$ cat config.mk
export PLATFORM = sky130hd
export DESIGN_NAME = chunked_adder_flat
export DESIGN_NICKNAME = d
export VERILOG_FILES = /design/src/rtl/chunked_adder_pkg.sv /design/src/rtl/chunked_adder_if.sv /design/src/rtl/chunked_adder_chunk_add.sv /design/src/rtl/chunked_adder.sv /design/src/flat_wrapper.sv
export SDC_FILE = /design/constraint.sdc
export NUM_CORES = 1
export LEC_CHECK = 0
export BUFFER_PORTS_ARGS = -buffer_cell sky130_fd_sc_hd__buf_4
export CORE_MARGIN = 2
export CORE_UTILIZATION = 49
export CTS_CLUSTER_DIAMETER = 150
export DETAILED_ROUTE_END_ITERATION = 10
export GPL_ROUTABILITY_DRIVEN = 1
export GPL_TIMING_DRIVEN = 0
export PLACE_DENSITY = 0.75
export SYNTH_ARGS = -nofsm -noshare
export SYNTH_HDL_FRONTEND = slang
export SYNTH_SLANG_ARGS = --single-unit
export TNS_END_PERCENT = 50
$ cat constraint.sdc
create_clock -name clk -period 3.1 [get_ports clk]
set_clock_uncertainty 0.2 [all_clocks]
set_input_delay 0.155 -clock clk [delete_from_list [all_inputs] [get_ports clk]]
set_output_delay 0.155 -clock clk [all_outputs]
set_load 0.1 [all_outputs]
$ cat src/rtl/chunked_adder_pkg.sv
// Shared types and sizing helpers for the chunked multi-cycle adder.
package chunked_adder_pkg;

  typedef enum logic [1:0] {
    IDLE = 2'd0,
    RUN  = 2'd1,
    DONE = 2'd2
  } state_t;

  localparam int DEF_WIDTH = 16;
  localparam int DEF_CHUNK = 4;

  function automatic int nchunk(input int width, input int chunk);
    return width / chunk;
  endfunction

  // A single-chunk adder still carries a 1-bit index register.
  function automatic int idx_width(input int n);
    return (n > 1) ? $clog2(n) : 1;
  endfunction

endpackage

$ cat src/rtl/chunked_adder_if.sv
// Operand/result handshake bundle for chunked_adder; `sub` exists only when
// ADDER_SUB_EN is defined.
interface chunked_adder_if #(
  parameter int WIDTH = 16
);
  logic             in_valid;
  logic             in_ready;
  logic [WIDTH-1:0] a;
  logic [WIDTH-1:0] b;
`ifdef ADDER_SUB_EN
  logic             sub;
`endif
  logic             out_valid;
  logic             out_ready;
  logic [WIDTH:0]   sum;

  modport master (
`ifdef ADDER_SUB_EN
    output sub,
`endif
    output in_valid, a, b, out_ready,
    input  in_ready, out_valid, sum
  );

  modport slave (
`ifdef ADDER_SUB_EN
    input  sub,
`endif
    input  in_valid, a, b, out_ready,
    output in_ready, out_valid, sum
  );
endinterface

$ cat src/rtl/chunked_adder_chunk_add.sv
// Combinational CHUNK-bit adder with carry in/out, shared across all chunk cycles.
module chunk_add #(
  parameter int CHUNK = 4
) (
  input  logic [CHUNK-1:0] x,
  input  logic [CHUNK-1:0] y,
  input  logic             cin,
  output logic [CHUNK-1:0] s,
  output logic             cout
);
  assign {cout, s} = {1'b0, x} + {1'b0, y} + {{CHUNK{1'b0}}, cin};
endmodule

$ cat src/rtl/chunked_adder.sv
// Multi-cycle adder: sums two WIDTH-bit operands CHUNK bits per clock.
// Optional subtract mode enabled by defining ADDER_SUB_EN.
module chunked_adder
  import chunked_adder_pkg::*;
#(
  parameter int WIDTH = DEF_WIDTH,
  parameter int CHUNK = DEF_CHUNK
) (
  input  logic            clk,
  input  logic            rst_n,
  chunked_adder_if.slave  bus
);
  localparam int NCHUNK = nchunk(WIDTH, CHUNK);
  localparam int IW     = idx_width(NCHUNK);

  state_t           state_reg, state_next;
  logic [WIDTH-1:0] a_reg, b_reg;
  logic             carry_reg;
  logic [IW-1:0]    idx_reg;
  logic [WIDTH:0]   sum_reg;

  logic [CHUNK-1:0] a_chunks [NCHUNK];
  logic [CHUNK-1:0] b_chunks [NCHUNK];
  logic [CHUNK-1:0] x_sel, y_sel, chunk_s;
  logic             chunk_cout;
  logic             last;
  logic [WIDTH-1:0] b_load;
  logic             carry_load;

  generate
    for (genvar gi = 0; gi < NCHUNK; gi++) begin : g_slice
      assign a_chunks[gi] = a_reg[gi*CHUNK +: CHUNK];
      assign b_chunks[gi] = b_reg[gi*CHUNK +: CHUNK];
    end
  endgenerate

  assign x_sel = a_chunks[idx_reg];
  assign y_sel = b_chunks[idx_reg];
  assign last  = (idx_reg == IW'(NCHUNK - 1));

  chunk_add #(.CHUNK(CHUNK)) u_chunk_add (
    .x    (x_sel),
    .y    (y_sel),
    .cin  (carry_reg),
    .s    (chunk_s),
    .cout (chunk_cout)
  );

  // Subtraction is a + ~b + 1: invert b at load and seed the carry.
`ifdef ADDER_SUB_EN
  assign b_load     = bus.sub ? ~bus.b : bus.b;
  assign carry_load = bus.sub;
`else
  assign b_load     = bus.b;
  assign carry_load = 1'b0;
`endif

  always_comb begin
    state_next = state_reg;
    case (state_reg)
      IDLE:    if (bus.in_valid)  state_next = RUN;
      RUN:     if (last)          state_next = DONE;
      DONE:    if (bus.out_ready) state_next = IDLE;
      default:                    state_next = IDLE;
    endcase
  end

  always_ff @(posedge clk or negedge rst_n) begin
    if (!rst_n) begin
      state_reg <= IDLE;
      a_reg     <= '0;
      b_reg     <= '0;
      carry_reg <= 1'b0;
      idx_reg   <= '0;
      sum_reg   <= '0;
    end else begin
      state_reg <= state_next;
      if (state_reg == IDLE && bus.in_valid) begin
        a_reg     <= bus.a;
        b_reg     <= b_load;
        carry_reg <= carry_load;
        idx_reg   <= '0;
      end else if (state_reg == RUN) begin
        sum_reg[int'(idx_reg)*CHUNK +: CHUNK] <= chunk_s;
        carry_reg <= chunk_cout;
        idx_reg   <= idx_reg + IW'(1);
        if (last) sum_reg[WIDTH] <= chunk_cout;
      end
    end
  end

  assign bus.in_ready  = (state_reg == IDLE);
  assign bus.out_valid = (state_reg == DONE);
  assign bus.sum       = sum_reg;
endmodule
$ cat src/flat_wrapper.sv
// flat-port wrapper written by rule: the top's interface ports become plain ports
module chunked_adder_flat import chunked_adder_pkg::*;
#(
  parameter int WIDTH = DEF_WIDTH,
  parameter int CHUNK = DEF_CHUNK
)
  (clk, rst_n, bus_in_valid, bus_a, bus_b, bus_out_ready, bus_in_ready, bus_out_valid, bus_sum);
  chunked_adder_if #(.WIDTH(WIDTH)) bus_i ();
  input  logic clk;
  input  logic rst_n;
  input wire logic [$bits(bus_i.in_valid)-1:0] bus_in_valid;
  input wire logic [$bits(bus_i.a)-1:0] bus_a;
  input wire logic [$bits(bus_i.b)-1:0] bus_b;
  input wire logic [$bits(bus_i.out_ready)-1:0] bus_out_ready;
  output wire logic [$bits(bus_i.in_ready)-1:0] bus_in_ready;
  output wire logic [$bits(bus_i.out_valid)-1:0] bus_out_valid;
  output wire logic [$bits(bus_i.sum)-1:0] bus_sum;
  assign bus_i.in_valid = bus_in_valid;
  assign bus_i.a = bus_a;
  assign bus_i.b = bus_b;
  assign bus_i.out_ready = bus_out_ready;
  assign bus_in_ready = bus_i.in_ready;
  assign bus_out_valid = bus_i.out_valid;
  assign bus_sum = bus_i.sum;
  chunked_adder #(.WIDTH(WIDTH), .CHUNK(CHUNK)) u_core (.clk(clk), .rst_n(rst_n), .bus(bus_i));
endmodule
**Yosys cells after proc, flatten, opt, wreduce, memory -nomap -nowiden**

Cells that the tools add are included.

- Shift operators: 2
- $add $sub $neg: 4
- Reduce and logical (&&, ||, !) cells: 5
- Magnitude comparators: 1
- Bitwise logic cells: 2
- Eq/ne operators: 6
- Multiplexer cells: 16

Operator list:

| operator | count |
|---|---|
| negator 4 -> 33 bit | 1 |
| variable shift 4 x 33 -> 17 bit, first input constant | 1 |
| variable part select 4 x 33 -> 17 bit | 1 |
| bitwise mux 17 bit | 1 |
| binary-select mux 4 bit (select 2 bit) | 2 |
| 2-to-1 mux 4 bit | 4 |
| 2-to-1 mux 2 bit | 5 |
| case mux 2 bit (3 select lines) | 1 |
| adder 4 x 4 -> 5 bit | 1 |
| adder 5 x 1 -> 5 bit | 1 |
| == test 2 bit, second input constant | 2 |
| inequality test 2 bit, second input constant | 2 |
| greater-or-equal comparator 3 bit, second input constant | 1 |
| 2-to-1 mux 1 bit | 3 |
| NOT 2 -> 3 bit | 1 |
| AND reduction 3 bit | 1 |
| adder 2 x 1 -> 2 bit, second input constant | 1 |
| == test 2 x 1 -> 1 bit, second input constant | 1 |
| zero test 2 bit | 1 |
| inequality test 2 x 1 -> 1 bit, second input constant | 1 |
| AND reduction 2 bit | 1 |
| nonzero test 2 bit | 1 |
| logical AND 1 bit | 1 |
| NOT 1 bit | 1 |

- Logic and storage cells: 42
- Output and inout bits: 19
- Register bits: 54
- Input port bits: 36

**Depth between registers and ports, before layout**

- Word-level depth: 9
- Mapped depth: 8
- Gate-level depth less buffers: 7

**Hierarchy**

A second synthesis with hierarchy kept.

- Cell total of the unflattened synthesis: 171
- Area, all modules: 2,680.1 sq um

By module, submodules not included:

| module | area an instance (sq um) | sequential area each (sq um) | instances | cells an instance |
|---|---|---|---|---|
| chunked_adder | 2,536.2 | 1,351.3 | 1 | 155 |
| chunk_add | 143.9 | 0.0 | 1 | 16 |

**Least setup slack after synthesis**

No wires, ideal clock.

- Kind: flip-flop to flip-flop
- Start: reg u_core.idx_reg[0]
- End: reg u_core.sum_reg[16], in the netlist u_core.bus.sum[16]
- Period minus slack after synthesis: 2.949 ns
- Stages on the path, launching flop included: 9
- Slack: 0.151 ns
- Data required time: 2.768 ns
- Data arrival time: 2.616 ns
- Library setup time: 0.132 ns
- Path buffers: 1
- Path through: dfrtp_1 -> buf_4 -> mux4_1 -> fa_1 -> fa_1 -> a21o_1 -> a21oi_1 -> o22a_1 -> o21ai_0

- Word-level cells in the longest chain between the ends: 9
- Elaborated cells on any way between the ends: 15
- Those cells by class: add/sub: 3; eq/ne: 1; shift: 2; mux: 8; bitwise: 1

RTL lines:

| element | line | RTL |
|---|---|---|
| start, declared | chunked_adder.sv:19 | `logic [IW-1:0] idx_reg;` |
| start signal, assigned | chunked_adder.sv:86 | `idx_reg <= idx_reg + IW'(1);` |
| NOT 2 -> 3 bit (not written as such) | chunked_adder.sv:37, chunked_adder.sv:38 |  |
| binary-select mux 4 bit (select 2 bit), on equally long branches | chunked_adder.sv:37, chunked_adder.sv:38 |  |
| 2-to-1 mux 4 bit, on equally long branches (2 in a row) | chunked_adder.sv:37, chunked_adder.sv:38 |  |
| adder 4 x 4 -> 5 bit | chunked_adder_chunk_add.sv:11 | `assign {cout, s} = {1'b0, x} + {1'b0, y} + {{CHUNK{1'b0}}, cin};` |
| adder 5 x 1 -> 5 bit | chunked_adder_chunk_add.sv:11 |  |
| variable part select 4 x 33 -> 17 bit | chunked_adder.sv:84 | `sum_reg[int'(idx_reg)*CHUNK +: CHUNK] <= chunk_s;` |
| bitwise mux 17 bit | chunked_adder.sv:84 |  |
| 2-to-1 mux 1 bit (*) | chunked_adder.sv:87 | `if (last) sum_reg[WIDTH] <= chunk_cout;` |
| end signal, assigned by index | chunked_adder.sv:84 |  |
| end signal, assigned by index | chunked_adder.sv:87 |  |
| end, declared | chunked_adder.sv:20 | `logic [WIDTH:0] sum_reg;` |

Mark *: on every way between the ends. The rest lies on a longest branch, timed or not. The select of a mux whose other input is x is not followed.
A chain may end at the register's enable or synchronous reset.

**Worst setup path in the final report**

Ends and elaborated chain as after synthesis.

==> results by group <==
CTS
  • Register clock-pin slew on the reported worst setup and hold paths: around 100 ps
  • H-tree depth: 2
  • Clock Sinks: 54
  • CTS tree: built
  • Num CTS Buffers: 5
  • CTS max path bufs: 2
  • CTS Root Cell: clkbuf_8
  • Skew-Pair Late Insertion Delay: approximately 300 ps

Timing
  • Setup violations, final: 0
  • Max Slew Vio Count: 0
  • Measured slew at the worst slew-check pin: 673.3 ps
  • Fin. Hold Viols: 0
  • Slew Limit Headroom: 0.5511
  • RSZ-0062 raised after global routing: false
  • Post-route minimum period: a little under 3000 ps
  • Max Freq: 0.3361 GHz
  • Final Cycle Share: 0.9597

Route
  • DRT met1 WL: 2291 um
  • Via density: a little over 5
  • Routed Antenna Nets: 0
  • Routed len/inst: 16.06 um
  • Met3 wire len: 197 um
  • Routed wire length: 5526 um
  • 1st-iter DRT viols: 67
  • Number of remaining DRC errors: 0
  • Met2 routed WL: 2993 um
  • Drt first pass iters: 4
  • Vias: between 1.5k and 2k
  • Highest layer used for signal routing: met4

Critical path
  • Crit path launch: u_core.idx_reg[0]
  • Largest delay share family, worst path: adder cells
  • Worst path slowest cell: mux4_2
  • Most used cell along the critical path: fa_1
  • Worst setup EP type: flop
  • Critical Path Source Type: flop
  • Critical Path AT: 2960 ps
  • CP max stage delay: 550 ps
  • Setup CP Type: reg -> reg
  • Crit path max fanout: 10
  • Reg2reg start: u_core.idx_reg[0]
  • Worst path bufs/invs: 1
  • WP data required: slightly above 3000 ps
  • R2r setup slk: between 100 and 150 ps
  • Critical path cell sequence: buf_4, mux4_2, fa_1, fa_1, a21o_1, a21oi_1, o22a_1, o21ai_0

Layout
  • Post-layout util: 0.6750
  • Layout cell share with drive strength beyond 1: 0.3971
  • Area growth, synth to finish: 35.31%
  • Non-filler cells, final: 344
  • Nets: 319
  • Largest register FFs: 17
  • Number of diodes: 0

Hold path
  • Min-delay worst type: in -> reg
  • Hold_sp: bus_in_valid

Yosys
  • Top cells by area, synth: dfrtp_1, mux2_4, mux4_1
  • Post-synth ARST share: 1.000
  • Number of synthesized flops with an enable pin: 0
  • Synth Register Bits: 54
  • Post-synthesis sequential area ratio: 0.5012
  • Cell variety after synth: 34
  • Syn Area/Cell: 15.41 sq um
  • Syn nets: 223
  • Yosys top cell by area: dfrtp_1
  • Post-synth top area share: 0.5012
  • Top_reg_cell synth: dfrtp_1
  • Yosys warnings: 0
  • Post-Synthesis Cell Area: 0.002696 sq mm
  • Cell count after synthesis: ~180

GRT
  • Largest net degree at the start of global routing: 55
  • Total gr overflow: 0
  • Initial antenna violation count: 0
  • Number of global-route vias before repair: 1943
  • All-Layer GR Usage: 0.1998
  • First-pass GRT wire length: roughly 9500 um

Die
  • Die area: 0.006112 sq mm
  • Core region area: 0.005405 sq mm
  • Io pins: 55
  • Initial Utilization: 0.4988
  • Die H: 78.18 um
  • FP Rows: 27
  • Width of the die: 78.18 um

Placement
  • HPWL after detailed placement: 3712 um
  • Placed cell count: 301
  • Port Buffers: 54
  • Final Wtd Congestion: 0.7592

Outcome
  • Status: completed

Job
  • Maxcap violations: 0
-- Yosys cell counts, drive strengths merged, types with 2 or more instances --
master / instances
fa: 2
nor2: 4
xnor2: 2
o31ai: 3
o41ai: 2
nand2b: 2
buf: 5
ha: 10
a21oi: 3
and2b: 2
mux2: 32
mux4: 8
inv: 6
a21o: 2
nand2: 13
o21ai: 3
dfrtp: 54
a22o: 13
-- cell usage in the layout (no fill, tap or decap), types with 2 or more instances in the layout --
cell	instances
nand2_1	12
xnor2_1	2
buf_12	3
mux4_1	6
mux2_2	2
o41ai_1	2
mux4_2	2
o31ai_1	3
clkbuf_8	5
dlygate4sd3_1	34
nor2_1	3
a22o_1	13
dfrtp_1	53
a21o_1	2
o21ai_0	3
inv_1	6
fa_1	2
ha_1	10
mux2_4	30
nand2b_1	2
a21oi_1	3
buf_4	56
-- what timing repair did --
item,CTS,global route
hold buffers,34,0
setup buffers,1,0
hold endpoints to repair,87,0
setup endpoints to repair,6,2
resized for setup,2,1
-- layout make-up --
type,count,area [sq um]
sequential,54,1353
tap,72,90.09
buffer,6,83.83
multi-input combinational,109,1236
clock inverter,2,37.54
fill,376,1757
timing repair buffer,89,753.2
inverter,6,22.52
clock buffer,6,72.57
-- through the flow --
stage                     TNS (ps)  setup WS, ps  area (sq um)  hold WS (ps)
after floorplan                  0         151.2          2696        -340.6
after global placement      -697.9        -200.2          3192         35.42
after detailed placement    -732.7        -224.0          3192         36.19
after CTS                        0         72.82          3652         5.975
after global routing             0         4.602          3649         29.75
final                            0         124.9          3649         11.47
-- path summary, 6_finish.rpt --
path,endpoint,depth (start not counted)
setup / recovery,u_core.bus.sum[16],8
hold / removal,u_core.state_reg[0],3
setup reg to reg,u_core.bus.sum[16],8
hold reg to reg,u_core.bus.sum[12],2
max in group asynchronous,u_core.idx_reg[0],2
min in group asynchronous,u_core.bus.sum[0],2
-- cells by family after synthesis --
group | after synthesis | synth area share
muxes | 40 | 0.2520
buffers and inverters | 12 | 0.03898
AOI/OAI and AO/OA | 28 | 0.07981
xor gates and xnor gates | 2 | 0.006498
and+or+nand+nor | 27 | 0.06033
adders and majority gates | 12 | 0.06125
DFF | 54 | 0.5012
-- worst reg2reg max path: cells and delay by family (launching register included) --
| family | cells | cell delay, ps |
|---|---|---|
| mux | 1 | 550 |
| flops | 1 | 380 |
| compound gates | 4 | 650 |
| fa+ha+maj | 2 | 870 |
| buf+inv | 1 | 200 |
-- per-layer routing --
layer	vias to the layer above	track usage
li1	834	-
met5	-	0
met3	4	0.03563
met4	0	0.04211
met1	881	0.2463
met2	57	0.3672
Power is left out: the tool's default activity adds up to more than one toggle a clock period on the data nets, which glitch-free logic cannot reach.
